$ cat config.mk
export PLATFORM = sky130hd
export DESIGN_NAME = pet2001_arty
export DESIGN_NICKNAME = d
export VERILOG_FILES = /design/src/rtl/pet_pkg.sv /design/src/rtl/pet2001_core.sv /design/src/rtl/pet2001_arty.sv
export SDC_FILE = /design/constraint.sdc
export NUM_CORES = 1
export LEC_CHECK = 0
export CAP_MARGIN = 20
export CORE_MARGIN = 8
export CORE_UTILIZATION = 48
export DETAILED_ROUTE_END_ITERATION = 12
export PLACE_DENSITY = 0.73
export SYNTH_ARGS = -nofsm -noshare
export SYNTH_HDL_FRONTEND = slang
export SYNTH_SLANG_ARGS = --single-unit
$ cat constraint.sdc
create_clock -name CLK -period 2.9 [get_ports CLK]
set_input_delay 0.435 -clock CLK [delete_from_list [all_inputs] [get_ports CLK]]
set_output_delay 0.435 -clock CLK [all_outputs]
set_load 0.05 [all_outputs]
$ cat src/rtl/pet_pkg.sv
// Shared PET 2001 video timing constants, composite level codes and switch indices.
package pet_pkg;

    localparam int H_TOTAL = 640;
    localparam int H_SYNC  = 47;
    localparam int H_ACT0  = 200;
    localparam int H_ACT   = 320;
    localparam int V_TOTAL = 262;
    localparam int V_SYNC  = 3;
    localparam int V_ACT0  = 40;
    localparam int V_ACT   = 200;

    localparam int SW_DIAG    = 0;
    localparam int SW_TURBO   = 1;
    localparam int SW_SUSPEND = 2;

    typedef enum logic [1:0] {
        CV_SYNC  = 2'b00,
        CV_BLACK = 2'b01,
        CV_WHITE = 2'b11
    } compvid_t;

    function automatic logic in_span(input int x, input int lo, input int len);
        return (x >= lo) && (x < lo + len);
    endfunction

endpackage

$ cat src/rtl/pet2001_core.sv
// Stand-in PET machine core: echoes the host serial line at the CPU rate and
// marks the first dot of character cell 0; diag whitens the whole active area.
module pet2001_core (
    input  logic       clk,
    input  logic       rst,
    input  logic       ce_cpu,
    input  logic       diag,
    input  logic       uart_rx,
    output logic       uart_tx,
    input  logic [9:0] vid_addr,
    input  logic [2:0] char_line,
    input  logic [2:0] pix_col,
    input  logic       video_on,
    output logic       pix_bit
);

    logic marker;

    assign marker  = (vid_addr == 10'd0) && (char_line == 3'd0) && (pix_col == 3'd0);
    assign pix_bit = video_on && (diag || marker);

    always_ff @(posedge clk or posedge rst) begin
        if (rst) begin
            uart_tx <= 1'b1;
        end else if (ce_cpu) begin
            uart_tx <= uart_rx;
        end
    end

endmodule

$ cat src/rtl/pet2001_arty.sv
// Arty board top for the PET 2001: reset/switch sync, CPU clock enable,
// video timing, composite encoder and heartbeat around the machine core.
module pet2001_arty
    import pet_pkg::*;
#(
    parameter int CLK_HZ    = 100000000,
    parameter int CPU_DIV   = 100,
    parameter int TURBO_DIV = 10,
    parameter int PIX_DIV   = 10,
    parameter int LED_HALF  = 50000000
) (
    input  logic       CLK,
    input  logic       BTN,
    input  logic [2:0] SW,
    input  logic       UART_TXD_IN,
    output logic       UART_RXD_OUT,
    output logic [1:0] COMPVID,
    output logic       LED
);

    localparam int CPU_MAX = (CPU_DIV > TURBO_DIV) ? CPU_DIV : TURBO_DIV;
    localparam int CW = $clog2(CPU_MAX + 1);
    localparam int PW = $clog2(PIX_DIV + 1);
    localparam int LW = $clog2(CLK_HZ + 1);

    logic          rst_meta, rst;
    logic [2:0]    sw_meta, sw_sync;
    logic          turbo, suspend;
    logic [CW-1:0] cpu_cnt, cpu_last;
    logic          ce_cpu;
    logic [PW-1:0] pix_cnt;
    logic          pix_ce;
    logic [9:0]    hcnt, h_next;
    logic [8:0]    vcnt, v_next;
    logic [8:0]    h_rel;
    logic [7:0]    v_rel;
    logic          h_act, v_act, sync_next;
    logic [9:0]    vid_addr;
    logic          pix_bit;
    compvid_t      compvid;
    logic [LW-1:0] led_cnt;
    logic          led;

    always_ff @(posedge CLK or posedge BTN) begin
        if (BTN) begin
            rst_meta <= 1'b1;
            rst      <= 1'b1;
        end else begin
            rst_meta <= 1'b0;
            rst      <= rst_meta;
        end
    end

    always_ff @(posedge CLK or posedge rst) begin
        if (rst) begin
            sw_meta <= '0;
            sw_sync <= '0;
        end else begin
            sw_meta <= SW;
            sw_sync <= sw_meta;
        end
    end

    assign turbo    = sw_sync[SW_TURBO];
    assign suspend  = sw_sync[SW_SUSPEND];
    assign cpu_last = turbo ? CW'(TURBO_DIV - 1) : CW'(CPU_DIV - 1);

    // Comparing with >= lets a switch to turbo fire at once when the count is already past the short period.
    always_ff @(posedge CLK or posedge rst) begin
        if (rst) begin
            cpu_cnt <= '0;
            ce_cpu  <= 1'b0;
        end else if (suspend) begin
            ce_cpu <= 1'b0;
        end else if (cpu_cnt >= cpu_last) begin
            cpu_cnt <= '0;
            ce_cpu  <= 1'b1;
        end else begin
            cpu_cnt <= cpu_cnt + CW'(1);
            ce_cpu  <= 1'b0;
        end
    end

    assign pix_ce = (pix_cnt == PW'(PIX_DIV - 1));

    assign h_next = (hcnt == 10'(H_TOTAL - 1)) ? 10'd0 : hcnt + 10'd1;
    assign v_next = (hcnt != 10'(H_TOTAL - 1)) ? vcnt :
                    (vcnt == 9'(V_TOTAL - 1))  ? 9'd0 : vcnt + 9'd1;

    assign h_act     = in_span(int'(hcnt), H_ACT0, H_ACT);
    assign v_act     = in_span(int'(vcnt), V_ACT0, V_ACT);
    assign sync_next = (int'(h_next) < H_SYNC) || (int'(v_next) < V_SYNC);

    assign h_rel    = 9'(hcnt - 10'(H_ACT0));
    assign v_rel    = 8'(vcnt - 9'(V_ACT0));
    assign vid_addr = ({5'd0, v_rel[7:3]} * 10'd40) + {4'd0, h_rel[8:3]};

    // COMPVID is loaded at the slot boundary with the level of the slot being entered,
    // so the pixel sampled at the end of one slot is shown throughout the next.
    always_ff @(posedge CLK or posedge rst) begin
        if (rst) begin
            pix_cnt <= '0;
            hcnt    <= '0;
            vcnt    <= '0;
            compvid <= CV_BLACK;
        end else begin
            pix_cnt <= pix_ce ? '0 : pix_cnt + PW'(1);
            if (pix_ce) begin
                hcnt <= h_next;
                vcnt <= v_next;
                if (sync_next) begin
                    compvid <= CV_SYNC;
                end else if (h_act && v_act && pix_bit) begin
                    compvid <= CV_WHITE;
                end else begin
                    compvid <= CV_BLACK;
                end
            end
        end
    end

    assign COMPVID = compvid;

    always_ff @(posedge CLK or posedge rst) begin
        if (rst) begin
            led_cnt <= '0;
            led     <= 1'b0;
        end else if (!suspend) begin
            if (led_cnt == LW'(LED_HALF - 1)) begin
                led_cnt <= '0;
                led     <= ~led;
            end else begin
                led_cnt <= led_cnt + LW'(1);
            end
        end
    end

    assign LED = led;

    pet2001_core u_core (
        .clk       (CLK),
        .rst       (rst),
        .ce_cpu    (ce_cpu),
        .diag      (sw_sync[SW_DIAG]),
        .uart_rx   (UART_TXD_IN),
        .uart_tx   (UART_RXD_OUT),
        .vid_addr  (vid_addr),
        .char_line (v_rel[2:0]),
        .pix_col   (h_rel[2:0]),
        .video_on  (v_act),
        .pix_bit   (pix_bit)
    );

endmodule

==> impl_summary.txt, run 1 <==
----------------------------------------------------
[Status]
  Run status ... complete, no violations

[Critical path]
  CP endpoint kind ... flip-flop
  Startpoint-to-endpoint class of the critical path ... reg2reg
  Cell-by-cell trace of the critical path ... or2_1 > nand2_2 > xor2_2 > ha_1 > ha_1 > fa_2 > xor2_2 > o2111ai_1 > xor2_1 > xnor2_1 > a31o_1
  Data required, critical path ... 3140 ps
  Type of element launching the critical path ... flip-flop
  Critical path's largest stage delay ... about 400 ps
  Worst Path Max Fanout ... 3
  Slowest cell on the critical path ... sky130_fd_sc_hd__dfrtp_1
  Critical Path AT ... 3090 ps

[Route]
  Count of TritonRoute iterations in the first routing pass ... 4
  Average vias per placed instance ... ~5.7
  # DRC ... 0
  DR WL/cell ... 15.28 um
  Total via count in the routed design ... 3226
  DRT iter0 DRCs ... between 150 and 200
  Wire length after detailed routing ... roughly 8700 um
  Post-route ant nets ... 0

[Synthesis]
  Leading cell types by total area after synthesis ... sky130_fd_sc_hd__dfrtp_1 (39%), sky130_fd_sc_hd__ha_1 (6.8%), sky130_fd_sc_hd__xnor2_1 (6.7%), sky130_fd_sc_hd__xor2_1 (4.2%), sky130_fd_sc_hd__nand2_1 (3.7%)
  Fraction of synthesis flops using an asynchronous set or reset pin ... between 90% and 100%
  Number of cells produced by synthesis ... 440
  Net count of the mapped netlist ... 471
  Sequential-to-total area share from yosys stat ... 41.76%
  Distinct cell type count of the synthesized netlist ... 62
  Count of warnings emitted by yosys ... 0
  Biggest area consumer among synthesized cells ... sky130_fd_sc_hd__dfrtp_1
  Cell area after synthesis ... around 4200 sq um
  Most frequent cell after synthesis ... sky130_fd_sc_hd__dfrtp_1
  Average instance area after synthesis ... between 9 and 10 sq um
  Most used flip-flop cell after synthesis ... sky130_fd_sc_hd__dfrtp_1
  Fraction of synthesized cell area taken by the top area cell type ... roughly 40%
  Number of synthesized flops with an enable pin ... 0
  Synth top cells by count ... sky130_fd_sc_hd__dfrtp_1 (66), sky130_fd_sc_hd__nand2_1 (41), sky130_fd_sc_hd__nor2_1 (36)
  Flop and latch count out of synthesis ... 70

[Clock tree]
  Clock tree buffer depth ... 2
  Worst-Skew Late Latency ... 350 ps
  Master cell of the clock root buffer ... sky130_fd_sc_hd__clkbuf_8
  Number of H-tree levels ... 3
  Sink Count ... 70
  TritonCTS Buffers ... 9
  Hold-fix buffer count after cts ... 0
  Reg clk slew, reported paths ... about 80 ps
  TritonCTS clock tree ... done

[Global routing]
  Total gr overflow ... 0
  Via count of the first global-routing pass ... around 3.3k
  Pin count of the biggest net entering global routing ... 33
  Wire length of the first global-routing pass ... roughly 15000 um
  Global routing usage summed across all routing layers ... around 16%
  Initial antenna violation count ... 0

[Cells and area]
  Reg area ... about 1800 sq um
  Filler Cells Inserted ... about 760
  Utilization after layout ... between 50% and 60%
  Fraction of final layout cells sized beyond drive strength 1 ... about an eighth
  Layout overhead on the synthesized area ... 11.09%
  Non-filler cells in the finished layout ... roughly 570
  Number of inserted diodes ... 0
  Nets@finish ... around 490
  Multi-input logic area ... 2282 sq um

[Power]
  Static Leak ... roughly 2 nW
  Power density cells ... 473.3 nW/um^2
  Worst vdd rail ir drop ... 0.2195 mV

[Placement]
  Placed insts ... 550
  Final RePlAce weighted congestion ... around 0.86
  Count of buffers from port buffering ... 9
  Half-perimeter wire length after placement ... between 6000 and 7000 um
  Post-Place Worst Slack ... -62.14 ps

[Timing]
  Measured slew at the worst slew-check pin ... just under 700 ps
  Upper clock frequency limit ... between 0.3 and 0.4 GHz
  Clock Skew ... approximately 13 ps
  Final-layout setup total negative slack ... 0 ps
  Final cycle utilization of the critical path ... slightly below 100%
  Worst slack on hold paths ... about 350 ps
  Final critical-path setup slack ... 57.52 ps
  Final Hold Vio Count ... 0
  Total of endpoints with negative setup slack in the final report ... 0
  Post-layout minimum cycle time ... approximately 2800 ps
  Worst slew slack as a fraction of its limit ... between 50% and 60%
  Total count of max-transition violations in the final report ... 0

[Run]
  Reported max-cap violation count ... 0

[Floorplan]
  Die X ... approximately 110 um
  I/O pin cnt ... 10
  Cell Rows ... 34
  Core ar. ... roughly 8600 sq um
  Height of the die ... approximately 110 um
  Die Footprint ... between 10000 and 15000 sq um
  Effective utilization at floorplan ... 48.95%

[Worst hold path]
  Worst hold path class ... reg2reg

----------------------------------------------------
## per-layer routing
metal  track usage [%]  up-vias  wire, um
li1                  -     1573         -
met1             19.17     1590      3963
met2             26.83       47      4361
met3             3.048       16       216
met4             6.172        0       155
met5                 0        -         0
## final cells by class
type	instances	share of cell area, %
Sequential cell	70	37.59
Inverter	23	1.847
Clock inverter	6	1.365
Timing Repair Buffer	27	4.819
Multi-Input combinational cell	326	48.84
Tap cell	108	2.892
Clock buffer	9	2.651
## state kept, by name (all words and copies together), names as in the netlist
name and count:
cpu_cnt 7, sw_meta 3, rst 1, sw_sync 3, rst_meta 1, ce_cpu 1, pix_cnt 4, LED 1
u_core.uart_tx 1, led_cnt 27, hcnt 10, COMPVID 2, vcnt 9
## final timing paths
check                           start          to  slack, ps  depth (start not counted)
hold reg to reg            sw_meta[1]  sw_sync[1]        350                          0
setup / recovery              vcnt[3]  COMPVID[1]         60                         11
min in group asynchronous         rst  cpu_cnt[4]        360                          1
max in group asynchronous         rst     hcnt[4]       1800                          2
hold / removal             sw_meta[1]  sw_sync[1]        350                          0
setup reg to reg              vcnt[3]  COMPVID[1]         60                         11
## critical path, delay by kind of cell (launching register included)
family | cells | cell delay (ps)
simple gates | 2 | 400
fa+ha+maj | 3 | 860
xor+xnor | 4 | 710
flops | 1 | 400
compound gates | 2 | 370
## cells by family after synthesis
group | after synthesis | synth area share [%]
AND/OR/NAND/NOR | 178 | 22.61
AO/OA/AOI/OAI | 62 | 10.44
XOR/XNOR | 52 | 10.83
flip-flops | 70 | 41.76
other | 1 | 0.08915
multiplexers | 8 | 1.963
adder cells (fa/ha/maj) | 25 | 7.793
buffers and inverters | 44 | 4.521
## timing repair
| item | 4_1_cts | 5_1_grt |
|---|---|---|
| setup endpoints to repair | 1 | 1 |
| resized for setup | 2 | 4 |
| endpoints found under the hold margin | 0 | 0 |
| pin swaps | 1 | 4 |
| buffers inserted | 0 | 4 |
## power breakdown
part           total (mW)  leakage [nW]  internal [mW]  switching [mW]
clock network       0.773        0.0911          0.391           0.382
logic               0.274         0.945          0.126           0.148
registers            1.16         0.920           1.07          0.0918
total                2.21          1.96           1.59           0.622
## through the flow
step           power, mW  instance area, sq um
6_report           2.212                  4673
5_1_grt            2.334                  4673
3_5_place_dp       1.457                  4433
3_3_place_gp       1.433                  4433
2_1_floorplan      1.371                  4208
4_1_cts            2.247                  4636
## cells in the final DEF, fill, tap and decap left out, types with 4 or more instances in the layout
master	instances
sky130_fd_sc_hd__dfrtp_1	66
sky130_fd_sc_hd__nand2_1	40
sky130_fd_sc_hd__nor2_1	36
sky130_fd_sc_hd__xnor2_1	32
sky130_fd_sc_hd__ha_1	22
sky130_fd_sc_hd__inv_1	20
sky130_fd_sc_hd__nand3_1	18
sky130_fd_sc_hd__xor2_1	18
sky130_fd_sc_hd__buf_4	18
sky130_fd_sc_hd__o21ai_1	15
sky130_fd_sc_hd__nand4_1	14
sky130_fd_sc_hd__nor3_1	12
sky130_fd_sc_hd__nor4_1	10
sky130_fd_sc_hd__a21oi_1	10
sky130_fd_sc_hd__clkbuf_8	9
sky130_fd_sc_hd__clkdlybuf4s50_1	9
sky130_fd_sc_hd__and2_1	7
sky130_fd_sc_hd__o21ai_0	7
sky130_fd_sc_hd__and3_1	6
sky130_fd_sc_hd__or3_1	6
sky130_fd_sc_hd__mux2i_1	6
sky130_fd_sc_hd__o31ai_1	5
sky130_fd_sc_hd__dfstp_2	4
sky130_fd_sc_hd__nor2b_1	4
(Power assumes the default switching activity.)
==> run 2, diff against run 1 <==
--- a/config.mk
+++ b/config.mk
@@ -9,7 +9,6 @@
 export CORE_MARGIN = 8
 export CORE_UTILIZATION = 48
 export DETAILED_ROUTE_END_ITERATION = 12
-export PLACE_DENSITY = 0.73
 export SYNTH_ARGS = -nofsm -noshare
 export SYNTH_HDL_FRONTEND = slang
 export SYNTH_SLANG_ARGS = --single-unit
==> constraint.sdc (replaced) <==
create_clock -name CLK -period 2.65 [get_ports CLK]
set_input_delay 0.3975 -clock CLK [delete_from_list [all_inputs] [get_ports CLK]]
set_output_delay 0.3975 -clock CLK [all_outputs]
set_load 0.05 [all_outputs]
==> run 2 against run 1 <==
The run now ends with setup timing left. Setup slack got worse by 59 ps. First-iteration DRC count is 20% lower. Non-clock buffer count up 10. Worst hold slack got worse by 120 ps. Sequential cell count stayed put. Critical path depth unchanged. Sequential power rose by 9%.
==> impl_summary.txt, run 2 (synthesis gave the netlist of run 1 again) <==
----------------------------------------------------
[Clock tree]
  Reg clk slew, reported paths ... 90 ps (about the same)
  TritonCTS clock tree ... done
  Worst-Skew Late Latency ... 360 ps (about the same)
  TritonCTS Buffers ... 9 (unchanged)
  Number of H-tree levels ... 3 (unchanged)
  Hold-fix buffer count after cts ... 0 (unchanged)
  Clock tree buffer depth ... 2 (unchanged)
  Master cell of the clock root buffer ... sky130_fd_sc_hd__clkbuf_8
  Sink Count ... 70 (unchanged)

[Placement]
  Half-perimeter wire length after placement ... 6152 um (+0.21%)
  Final RePlAce weighted congestion ... 0.8271 (-3.4%)
  Post-Place Worst Slack ... -121.8 ps (-59.61 ps)
  Count of buffers from port buffering ... 9 (unchanged)

[Critical path]
  Startpoint-to-endpoint class of the critical path ... reg2reg
  Critical register-to-register path startpoint ... vcnt[4]
  Type of element launching the critical path ... flip-flop
  Worst reg2reg path depth ... 11 (unchanged)
  Critical Path AT ... 2900 ps (-190 ps)
  Data required, critical path ... 2900 ps (-240 ps)
  Worst Path Max Fanout ... 3 (unchanged)
  CP endpoint kind ... flip-flop
  Worst R2R Setup Slack ... -2 ps (-60 ps)
  End of the worst register-to-register path ... COMPVID[1]

[Timing]
  Post-layout minimum cycle time ... 2652 ps (-190.7 ps)
  Total count of max-transition violations in the final report ... 0 (unchanged)
  Worst slew slack as a fraction of its limit ... 61.38% (+8.5 points)
  Upper clock frequency limit ... 0.3771 GHz (+7.2%)
  Total of endpoints with negative setup slack in the final report ... 1 (+1)
  Final Hold Vio Count ... 0 (unchanged)
  Clock Skew ... 10.65 ps (-2.114 ps)
  Worst slack on hold paths ... 230.9 ps (-122.1 ps)
  RSZ-0062 raised after global routing ... true
  Final cycle utilization of the critical path ... 100.1% (+2.1 points)
  Final critical-path setup slack ... -1.819 ps (-59.34 ps)
  Measured slew at the worst slew-check pin ... 578.0 ps (-111.2 ps)

[Floorplan]
  Height of the die ... 109.6 um (unchanged)
  Die X ... 109.6 um (unchanged)
  Core ar. ... 8593 sq um (unchanged)
  Die Footprint ... 12020 sq um (unchanged)
  Effective utilization at floorplan ... 48.95% (unchanged)
  Cell Rows ... 34 (unchanged)
  I/O pin cnt ... 10 (unchanged)

[Global routing]
  Pin count of the biggest net entering global routing ... 30 (-9.1%)
  Total gr overflow ... 0 (unchanged)
  Global routing usage summed across all routing layers ... 15.93% (+0.20 points)
  Initial antenna violation count ... 0 (unchanged)
  Wire length of the first global-routing pass ... 15290 um (+1.0%)
  Via count of the first global-routing pass ... 3260 (-1.0%)

[Route]
  Count of TritonRoute iterations in the first routing pass ... 4 (unchanged)
  DR WL/cell ... 15.14 um (-0.92%)
  Post-route ant nets ... 0 (unchanged)
  DRT iter0 DRCs ... 131 (-20%)
  Total via count in the routed design ... 3236 (+0.31%)
  # DRC ... 0 (unchanged)
  Wire length after detailed routing ... 8784 um (+1.0%)
  Average vias per placed instance ... 5.579 (-1.6%)

[Power]
  Static Leak ... 2.032 nW (+3.9%)
  Worst vdd rail ir drop ... 0.2436 mV (+11%)
  Power density cells ... 534.8 nW/um^2 (+13%)
  Total chip power ... 2.582 mW (+17%)

[Cells and area]
  Registers with the most flip-flops ... led_cnt x27, hcnt x10, vcnt x9
  Fraction of final layout cells sized beyond drive strength 1 ... 15.47% (+3.5 points)
  Flip-flop count of the largest register, all copies and words added ... 27 (unchanged)
  Register ranked first by flip-flop count ... led_cnt
  Number of inserted diodes ... 0 (unchanged)
  Utilization after layout ... 56.17% (+1.8 points)
  Most used cells in the layout excluding fill and tap cells ... sky130_fd_sc_hd__dfrtp_1 (66), sky130_fd_sc_hd__nand2_1 (40), sky130_fd_sc_hd__nor2_1 (36)
  Layout overhead on the synthesized area ... 14.75%
  Nets@finish ... 498 (+2.0%)
  Most frequent standard cell in the layout excluding fill and tap cells ... sky130_fd_sc_hd__dfrtp_1

[Status]
  Violations in the final reports ... setup timing
  Run status ... finished, violations left

[Run]
  Reported max-cap violation count ... 0 (unchanged)

[Worst hold path]
  Worst hold path class ... reg2async

----------------------------------------------------
run 2: cell type report:
cell class                 instances  area [sq um]
sequential                        70          1757
tap                              108         135.1
clock inverter                     7         105.1
multi-input combinational        326          2320
fill                             795          3766
timing repair buffer              37         300.3
clock buffer                       9         123.9
inverter                          23         86.33
run 2: repair_timing:
action | in CTS | in global routing
buffers inserted | 2 | 1
pin swaps | 8 | 0
resized for setup | 8 | 0
endpoints found under the setup margin | 1 | 1
run 2: per-layer routing:
layer	share of wire, %	vias to the layer above	global-route usage [%]
li1	-	1588	-
met1	46	1586	19.82
met2	49	51	26.79
met3	3.3	11	2.814
met4	1.7	0	6.461
met5	0	-	0
run 2: through the flow:
step / TNS [ps] / cells / area (sq um)
floorplan: -121.7 / 440 / 4227
global placement: -48.67 / 561 / 4532
detailed placement: -121.8 / 561 / 4532
CTS: -3.973 / 579 / 4820
global route: -160.4 / 580 / 4827
finish: -1.819 / 580 / 4827
run 2: worst max path at each step:
stage            start         end  slack [ps]  depth (start not counted)
3_5_place_dp   vcnt[4]  COMPVID[1]        -120                         11
5_1_grt        vcnt[4]  COMPVID[1]        -160                         12
4_1_cts        vcnt[4]  COMPVID[1]          -4                         11
2_1_floorplan  vcnt[3]  COMPVID[1]        -120                         12
6_report       vcnt[4]  COMPVID[1]          -2                         11
3_3_place_gp   vcnt[4]  COMPVID[1]         -50                         11
run 2: report_power, final:
group          internal [mW]  switching [mW]
Combinational          0.137           0.158
Clock                  0.545           0.473
Sequential              1.17          0.0955
Total                   1.86           0.726
run 2: worst max-delay path: stages (launching register included):
cell,delay (ps)
sky130_fd_sc_hd__dfrtp_1,410
sky130_fd_sc_hd__inv_2,90
sky130_fd_sc_hd__ha_4,140
sky130_fd_sc_hd__nor2b_2,40
sky130_fd_sc_hd__nor2_1,120
sky130_fd_sc_hd__xor2_1,200
sky130_fd_sc_hd__ha_1,300
sky130_fd_sc_hd__fa_2,610
sky130_fd_sc_hd__o2111ai_2,130
sky130_fd_sc_hd__xor2_1,170
sky130_fd_sc_hd__xnor2_1,140
sky130_fd_sc_hd__a31o_1,200
